==> src/rtl/axi_lite_pkg.sv <==
// Shared AXI4-Lite types used by the register-file subordinate and the manager.
// Response codes and the write/read channel FSM state encodings live here.
package axi_lite_pkg;

  typedef enum logic [1:0] {
    OKAY   = 2'b00,
    EXOKAY = 2'b01,
    SLVERR = 2'b10,
    DECERR = 2'b11
  } axi_resp_t;

  typedef enum logic [1:0] {
    W_IDLE      = 2'b00,
    W_HAVE_ADDR = 2'b01,
    W_HAVE_DATA = 2'b10,
    W_RESP      = 2'b11
  } wr_state_t;

  typedef enum logic {
    R_IDLE = 1'b0,
    R_RESP = 1'b1
  } rd_state_t;

endpackage

==> src/rtl/axi_lite_reg_array.sv <==
// NUM_REGS x DATA_WIDTH register storage: one synchronous write port, one
// combinational read port that the owner samples, synchronous clear.
module axi_lite_reg_array #(
  parameter int DATA_WIDTH = 8,
  parameter int NUM_REGS   = 64,
  parameter int IDX_W      = (NUM_REGS > 1) ? $clog2(NUM_REGS) : 1
) (
  input  logic                  clk_i,
  input  logic                  rst_i,
  input  logic                  we_i,
  input  logic [IDX_W-1:0]      waddr_i,
  input  logic [DATA_WIDTH-1:0] wdata_i,
  input  logic [IDX_W-1:0]      raddr_i,
  output logic [DATA_WIDTH-1:0] rdata_o
);

  logic [DATA_WIDTH-1:0] mem_q [NUM_REGS];

  always_ff @(posedge clk_i) begin
    if (rst_i) begin
      for (int i = 0; i < NUM_REGS; i++) mem_q[i] <= '0;
    end else if (we_i && (32'(waddr_i) < NUM_REGS)) begin
      mem_q[waddr_i] <= wdata_i;
    end
  end

  // Guard keeps non-power-of-two depths from indexing past the array.
  assign rdata_o = (32'(raddr_i) < NUM_REGS) ? mem_q[raddr_i] : '0;

endmodule

==> src/rtl/axi_lite_subordinate_regfile.sv <==
// AXI4-Lite subordinate exposing NUM_REGS byte registers. Independent write
// (AW/W/B) and read (AR/R) FSMs; out-of-range accesses complete with SLVERR.
module axi_lite_subordinate_regfile
  import axi_lite_pkg::*;
#(
  parameter int DATA_WIDTH = 8,
  parameter int ADDR_WIDTH = 8,
  parameter int NUM_REGS   = 64
) (
  input  logic                  s_axi_clk,
  input  logic                  s_axi_reset,
  input  logic [ADDR_WIDTH-1:0] s_axi_awaddr,
  input  logic                  s_axi_awvalid,
  output logic                  s_axi_awready,
  input  logic [DATA_WIDTH-1:0] s_axi_wdata,
  input  logic                  s_axi_wvalid,
  output logic                  s_axi_wready,
  input  logic                  s_axi_wlast,
  output logic [1:0]            s_axi_bresp,
  output logic                  s_axi_bvalid,
  input  logic                  s_axi_bready,
  input  logic [ADDR_WIDTH-1:0] s_axi_araddr,
  input  logic                  s_axi_arvalid,
  output logic                  s_axi_arready,
  output logic [DATA_WIDTH-1:0] s_axi_rdata,
  output logic [1:0]            s_axi_rresp,
  output logic                  s_axi_rvalid,
  input  logic                  s_axi_rready,
  output logic [1:0]            dbg_wr_state_o,
  output logic                  dbg_rd_state_o
);

  localparam int IDX_W = (NUM_REGS > 1) ? $clog2(NUM_REGS) : 1;

  // Handshake rule on every channel: a transfer happens at a rising edge
  // where valid && ready; ready/valid outputs come straight from flops.

  logic unused_wlast;
  assign unused_wlast = s_axi_wlast;

  wr_state_t             wr_state_q, wr_state_d;
  logic [ADDR_WIDTH-1:0] aw_addr_q, aw_addr_d;
  logic [DATA_WIDTH-1:0] w_data_q, w_data_d;
  axi_resp_t             bresp_q, bresp_d;
  logic                  awready_q, awready_d;
  logic                  wready_q, wready_d;
  logic                  bvalid_q, bvalid_d;
  logic                  commit, commit_ok;
  logic [ADDR_WIDTH-1:0] commit_addr;
  logic [DATA_WIDTH-1:0] commit_data;
  logic                  aw_hs, w_hs;

  assign aw_hs     = s_axi_awvalid && awready_q;
  assign w_hs      = s_axi_wvalid && wready_q;
  assign commit_ok = (32'(commit_addr) < NUM_REGS);

  always_comb begin
    wr_state_d  = wr_state_q;
    aw_addr_d   = aw_addr_q;
    w_data_d    = w_data_q;
    bresp_d     = bresp_q;
    commit      = 1'b0;
    commit_addr = aw_addr_q;
    commit_data = w_data_q;
    case (wr_state_q)
      W_IDLE: begin
        if (aw_hs && w_hs) begin
          commit      = 1'b1;
          commit_addr = s_axi_awaddr;
          commit_data = s_axi_wdata;
        end else if (aw_hs) begin
          aw_addr_d  = s_axi_awaddr;
          wr_state_d = W_HAVE_ADDR;
        end else if (w_hs) begin
          w_data_d   = s_axi_wdata;
          wr_state_d = W_HAVE_DATA;
        end
      end
      W_HAVE_ADDR: begin
        if (w_hs) begin
          commit      = 1'b1;
          commit_data = s_axi_wdata;
        end
      end
      W_HAVE_DATA: begin
        if (aw_hs) begin
          commit      = 1'b1;
          commit_addr = s_axi_awaddr;
        end
      end
      W_RESP: begin
        if (s_axi_bready) wr_state_d = W_IDLE;
      end
      default: wr_state_d = W_IDLE;
    endcase
    if (commit) begin
      wr_state_d = W_RESP;
      bresp_d    = commit_ok ? OKAY : SLVERR;
    end
  end

  // Readies are registered versions of what the next state will accept.
  assign awready_d = (wr_state_d == W_IDLE) || (wr_state_d == W_HAVE_DATA);
  assign wready_d  = (wr_state_d == W_IDLE) || (wr_state_d == W_HAVE_ADDR);
  assign bvalid_d  = (wr_state_d == W_RESP);

  always_ff @(posedge s_axi_clk) begin
    if (s_axi_reset) begin
      wr_state_q <= W_IDLE;
      aw_addr_q  <= '0;
      w_data_q   <= '0;
      bresp_q    <= OKAY;
      awready_q  <= 1'b1;
      wready_q   <= 1'b1;
      bvalid_q   <= 1'b0;
    end else begin
      wr_state_q <= wr_state_d;
      aw_addr_q  <= aw_addr_d;
      w_data_q   <= w_data_d;
      bresp_q    <= bresp_d;
      awready_q  <= awready_d;
      wready_q   <= wready_d;
      bvalid_q   <= bvalid_d;
    end
  end

  rd_state_t             rd_state_q, rd_state_d;
  logic [DATA_WIDTH-1:0] rdata_q, rdata_d;
  axi_resp_t             rresp_q, rresp_d;
  logic                  arready_q, arready_d;
  logic                  rvalid_q, rvalid_d;
  logic                  ar_hs, rd_ok;
  logic [DATA_WIDTH-1:0] arr_rdata;

  assign ar_hs = s_axi_arvalid && arready_q;
  assign rd_ok = (32'(s_axi_araddr) < NUM_REGS);

  always_comb begin
    rd_state_d = rd_state_q;
    rdata_d    = rdata_q;
    rresp_d    = rresp_q;
    case (rd_state_q)
      R_IDLE: begin
        if (ar_hs) begin
          rdata_d    = rd_ok ? arr_rdata : '0;
          rresp_d    = rd_ok ? OKAY : SLVERR;
          rd_state_d = R_RESP;
        end
      end
      R_RESP: begin
        if (s_axi_rready) rd_state_d = R_IDLE;
      end
      default: rd_state_d = R_IDLE;
    endcase
  end

  assign arready_d = (rd_state_d == R_IDLE);
  assign rvalid_d  = (rd_state_d == R_RESP);

  always_ff @(posedge s_axi_clk) begin
    if (s_axi_reset) begin
      rd_state_q <= R_IDLE;
      rdata_q    <= '0;
      rresp_q    <= OKAY;
      arready_q  <= 1'b1;
      rvalid_q   <= 1'b0;
    end else begin
      rd_state_q <= rd_state_d;
      rdata_q    <= rdata_d;
      rresp_q    <= rresp_d;
      arready_q  <= arready_d;
      rvalid_q   <= rvalid_d;
    end
  end

  // Reading the array before the commit edge gives pre-write data on a
  // same-edge write/read collision.
  axi_lite_reg_array #(
    .DATA_WIDTH (DATA_WIDTH),
    .NUM_REGS   (NUM_REGS),
    .IDX_W      (IDX_W)
  ) u_regs (
    .clk_i   (s_axi_clk),
    .rst_i   (s_axi_reset),
    .we_i    (commit && commit_ok),
    .waddr_i (commit_addr[IDX_W-1:0]),
    .wdata_i (commit_data),
    .raddr_i (s_axi_araddr[IDX_W-1:0]),
    .rdata_o (arr_rdata)
  );

  assign s_axi_awready  = awready_q;
  assign s_axi_wready   = wready_q;
  assign s_axi_bvalid   = bvalid_q;
  assign s_axi_bresp    = bresp_q;
  assign s_axi_arready  = arready_q;
  assign s_axi_rvalid   = rvalid_q;
  assign s_axi_rdata    = rdata_q;
  assign s_axi_rresp    = rresp_q;
  assign dbg_wr_state_o = wr_state_q;
  assign dbg_rd_state_o = rd_state_q;

endmodule
==> config.mk <==
export PLATFORM = sky130hd
export DESIGN_NAME = axi_lite_subordinate_regfile
export DESIGN_NICKNAME = d
export VERILOG_FILES = /design/src/rtl/axi_lite_pkg.sv /design/src/rtl/axi_lite_reg_array.sv /design/src/rtl/axi_lite_subordinate_regfile.sv
export SDC_FILE = /design/constraint.sdc
export NUM_CORES = 1
export LEC_CHECK = 0
export CAP_MARGIN = 20
export CORE_ASPECT_RATIO = 0.5
export CORE_MARGIN = 2
export CORE_UTILIZATION = 36
export CTS_CLUSTER_SIZE = 10
export DETAILED_ROUTE_END_ITERATION = 12
export PLACE_DENSITY_LB_ADDON = 0.2
export SETUP_SLACK_MARGIN = 0.2
export SYNTH_ARGS = -nofsm -noshare
export SYNTH_HDL_FRONTEND = slang
export SYNTH_SLANG_ARGS = --single-unit
==> constraint.sdc <==
create_clock -name s_axi_clk -period 2.9 [get_ports s_axi_clk]
set_input_delay 0.58 -clock s_axi_clk [delete_from_list [all_inputs] [get_ports s_axi_clk]]
set_output_delay 0.58 -clock s_axi_clk [all_outputs]
set_load 0.02 [all_outputs]
==> Word level (Yosys, flattened, before mapping) <==
Memory sizes are Yosys's and may differ from the RTL's.
Cells that the tools add are included.
{ "classes": {"magnitude_cmp": 2, "eq_ne": 6, "n_mux": 30, "bitwise_logic": 4, "n_reduce_logical": 13} }
{ "op_table": {"columns": ["op", "n"], "rows": [
  ["$mux 8", 6],
  ["$pmux 8 s2", 2],
  ["$lt 8x7->1 const B", 2],
  ["$mux 2", 7],
  ["$mux 1", 11],
  ["$eq 2x2->1 const B", 4],
  ["$reduce_or 8->1", 1],
  ["$mux 6", 1],
  ["$logic_and 1x1->1", 5],
  ["$eq 2x1->1 const B", 2],
  ["$logic_not 2->1", 2],
  ["$not 1->1", 4],
  ["$pmux 2 s2", 1],
  ["$reduce_and 2->1", 2],
  ["$pmux 1 s3", 1],
  ["$reduce_and 3->1", 1],
  ["$logic_or 1x1->1", 2],
  ["$pmux 1 s2", 1]
]} }
{ "totals": {"regBits": 35, "ramBits": 512, "input_bits": 32, "output_inout_bits": 20, "word_cells": 67, "memories": 1} }
{ "memory_table": {"columns": ["name", "words", "width", "rd", "rd_clocked_by_memory_dff", "wr", "line_no", "rtl"], "rows": [
  ["u_regs.mem_q", 64, 8, 1, 0, 64, "axi_lite_reg_array.sv:17", "logic [DATA_WIDTH-1:0] mem_q [NUM_REGS];"]
]} }

==> Longest topological paths before layout <==
{ "logic_depth": {"ltp_word": 11, "ltp_mapped": 11, "ltp_nobuf": 8} }

==> Cells and area by module <==
From an unflattened synthesis, not the netlist that was laid out.
{ "unflattened": {"cells_unflattened": 1771, "hier_area_um2": 25569.5} }
{ "modules_own_cells": {"columns": ["mod", "instances", "cells_each", "area_per_inst_um2", "seq_area_each_um2"], "rows": [
  ["axi_lite_reg_array", 1, 1562, 23836.6, 15374.7],
  ["axi_lite_subordinate_regfile", 1, 209, 1732.9, 660.6]
]} }

==> Least setup slack after synthesis <==
No wires, ideal clock.
{ "synth_timing": {"path_kind": "register -> register", "from": "reg wr_state_q[0] (netlist: dbg_wr_state_o[0])", "to": "mem u_regs.mem_q[31][0], enable pin", "arrival_time_ps": 2966, "required_ps": 2513, "slack_ps": -453, "stages_incl_launch_ff": 11, "n_path_buf": 3, "synth_period_minus_slack_ps": 3353, "path_cell_list": "dfxtp_1 -> inv_1 -> ha_1 -> o211ai_2 -> o21ai_1 -> a211o_1 -> clkbuf_1 -> nand3b_1 -> buf_2 -> buf_2 -> o31ai_1"} }
{ "synth_lines": {"columns": ["element", "line_no", "rtl"], "rows": [
  ["start: declaration", "axi_lite_subordinate_regfile.sv:41", "wr_state_t wr_state_q, wr_state_d;"],
  ["start signal: assignment", "axi_lite_subordinate_regfile.sv:117", "wr_state_q <= wr_state_d;"],
  ["end: declaration", "axi_lite_reg_array.sv:17", null]
]} }

==> key figures <==
Setup path
  • Crit end category: flop
  • Critical path depth: 9
  • WP data required: 3230 ps
  • Worst-path fanout max: 6
  • Critical Path End: u_regs.mem_q[12][2]
  • Crit Path Category: flop to flop
  • Reg-to-Reg Start: dbg_wr_state_o[1]
  • Cell family with most CP delay: compound AO/OA/AOI/OAI gates
  • Setup crit start: dbg_wr_state_o[1]
  • R2r setup slk: 90 ps
  • Worst path bufs/invs: 3
  • Max incr delay on CP: 640 ps
  • RR Endpoint: u_regs.mem_q[12][2]
  • CP startpoint kind: flop
  • Crit path DAT: 3150 ps
  • CP Cell Sequence: buf_6, ha_4, o211ai_4, o21ai_2, a211o_4, or4_4, buf_16, o21ai_4, buf_12
  • Highest-delay cell along the critical path: or4_4
  • R2R depth: 9

Place
  • DP Area: 30600 sq um
  • Port bufs: 48
  • Final HPWL DP: 55800 microns
  • Setup WS pre-CTS: -465 ps
  • Routability Congestion: 0.877
  • Cells after DPL: 3008

Timing
  • Max Clock Freq: 0.355 GHz
  • Hold Violations, Final: 0
  • RSZ-0062 raised after global routing: true
  • Final Skew: 24.0 ps
  • Slew Viols, Final: 0
  • Final setup viols: 0
  • Rel. slew slack: 24.7%
  • Final worst slack: 86.8 ps
  • Worst Tran Pin Value: 1100 ps
  • Post-route minimum period: 2810 ps
  • Period utilization: 97.0%

Min path
  • Hold Crit Class: flop to flop

Global route
  • Antenna violations before repair: 0
  • All-Layer GR Usage: 22.7%
  • Number of global-route vias before repair: 17600
  • Wire length of the first global-routing pass: 120000 microns
  • GRT overflow: 0
  • Pin count of the biggest net entering global routing: 42

Flow run
  • Max Cap Viol: 0

Pwr
  • Leak: 11.3 nW
  • Peak supply drop: 0.529 mV
  • Pwr dens: 666 nW/um^2

Route
  • Final WL: 81600 microns
  • Initial DRC Count: 1880
  • Met2 WL post-DR: 36000 microns
  • DR WL/cell: 26.0 microns
  • DRT Pass-1 Iters: 5
  • M1 WL: 36800 microns
  • Via-to-Cell Ratio: 5.71
  • DR WL met3: 6920 microns
  • Top routing layer in use: met4
  • DR vias: 17900
  • Drc violations: 0
  • Routed Antenna Nets: 0

Finish
  • Antenna diodes: 0
  • Fin area: 33100 sq um
  • Final Non-Filler Cells: 3138
  • Most common cell after layout, fill and taps aside: edfxtp_1
  • Core Util, Final: 47.7%
  • Area Overhead vs Synth: 30.8%
  • Share of layout cells above drive strength 1: 31.9%
  • Final net count: 2198
  • Most frequent cells in the layout: edfxtp_1 (512), nor2_1 (282), buf_4 (251), nor3_1 (238), mux4_2 (106)

Clock network
  • H-tree Lvls: 2
  • Clk buf depth: 3
  • CTS tree: yes
  • CTS sink cnt: 545
  • Num CTS Buffers: 61
  • Clk slew on worst S/H paths: 60 ps
  • Worst skew pair latency: 640 ps
  • Clock Root Buffer: clkbuf_16

Synthesis
  • Synth async-reset ratio: 0%
  • Syn_area_per_cell: 13.7 sq um
  • Sequential element share of the synthesized area: 63.4%
  • Syn. warnings: 0
  • Number of synthesized flops with an enable pin: 512
  • Cell count after synthesis: 1851
  • Flops & latches, synth: 545
  • Cell area after synthesis: 25300 sq um
  • Number of library cell types mapped by synthesis: 58
  • Top_reg_cell synth: edfxtp_1

Die
  • Core Rows: 68
  • Die Ht: 191 microns
  • Die footprint: 72500 sq um
  • CORE AREA: 69300 sq um
  • I/O Pins: 52
  • Initial Utilization: 36.5%
  • Die width: 379 microns

Outcome
  • Outcome: finished, final reports clean
tightest hold or removal path, stage by stage, from the launching register on:
cell,delay [ps]
dfxtp_1,320
mux2i_1,60
nor2_1,70
state kept, by name, summed over array words and instances (netlist names):
register	cells
aw_addr_q	8
dbg_wr_state_o	2
s_axi_arready	1
s_axi_awready	1
s_axi_bresp	1
s_axi_bvalid	1
s_axi_rdata	8
s_axi_rresp	1
s_axi_rvalid	1
s_axi_wready	1
u_regs.mem_q	512
w_data_q	8
what timing repair did:
action | 4_1_cts | 5_1_grt
setup buffers | 21 | 12
gates resized for setup | 21 | 40
setup endpoints to repair | 409 | 580
pin swaps | 21 | 20
hold buffers | 0 | 0
gates cloned | 2 | 1
metrics by stage:
step	TNS, ps	power, mW	hold WS [ps]
6_report	0	22.0	486
3_5_place_dp	-257860	14.8	480
5_1_grt	0	22.7	520
3_3_place_gp	-240370	14.8	474
2_1_floorplan	0	11.9	455
4_1_cts	0	21.9	496
cell families (layout without fill, tap and decap cells):
group           Yosys count  in the layout  synth area share, %
simple gates            698            698                 13.7
mux                     202            202                 13.3
compound gates          211            211                 5.99
flops                   545            545                 63.4
other cells               1              2               0.0148
fa+ha+maj                 4              4                0.198
buf+inv                 190            531                 3.40
layout make-up:
| class | count | area, sq um |
|---|---|---|
| Fill cell | 6107 | 36200 |
| Sequential cell | 545 | 16000 |
| Multi-Input combinational cell | 1117 | 9420 |
| Timing Repair Buffer | 426 | 4660 |
| Clock buffer | 90 | 1680 |
| Tap cell | 945 | 1180 |
| Inverter | 11 | 46.3 |
| Clock inverter | 4 | 26.3 |
synth_stat cells, drive strengths merged (4+ instances only):
library cell,instances,share of area (%)
edfxtp,512,61
nor2,282,4.2
nor3,246,4.9
mux4,106,9.4
buf,95,2.0
mux2i,88,3.5
clkbuf,84,1.2
nand4,67,2.2
o21ai,62,1.4
a22oi,56,1.7
o31ai,37,1.1
dfxtp,33,2.6
nand3,25,0.49
nand2,23,0.34
nor4b,16,0.55
a22o,11,0.38
inv,9,0.13
nor2b,9,0.22
a21oi,8,0.17
and2,8,0.20
mux2,8,0.36
a221oi,7,0.24
a211oi,6,0.18
nand3b,5,0.15
ha,4,0.20
o211ai,4,0.14
power by group:
group | leakage, nW | switching (mW) | internal, mW
Sequential | 5.56 | 0.149 | 8.94
Clock | 0.822 | 3.06 | 3.92
Combinational | 4.92 | 3.66 | 2.28
Total | 11.3 | 6.87 | 15.1
per-layer routing:
metal,vias to the layer above,GRT usage (%)
met5,-,0
met4,0,5.91
met3,108,4.37
met2,716,34.0
met1,9217,33.8
li1,7864,-
worst min-delay path by stage:
stage                              start             end  slack, ps  depth (start not counted)
final                       aw_addr_q[6]    aw_addr_q[6]        490                          2
after detailed placement    aw_addr_q[6]    aw_addr_q[6]        480                          2
after CTS                   aw_addr_q[6]    aw_addr_q[6]        500                          2
after global routing      s_axi_rdata[6]  s_axi_rdata[6]        520                          2
after global placement      aw_addr_q[6]    aw_addr_q[6]        470                          2
after floorplan             aw_addr_q[6]    aw_addr_q[6]        450                          2
(Power assumes the default switching activity.)
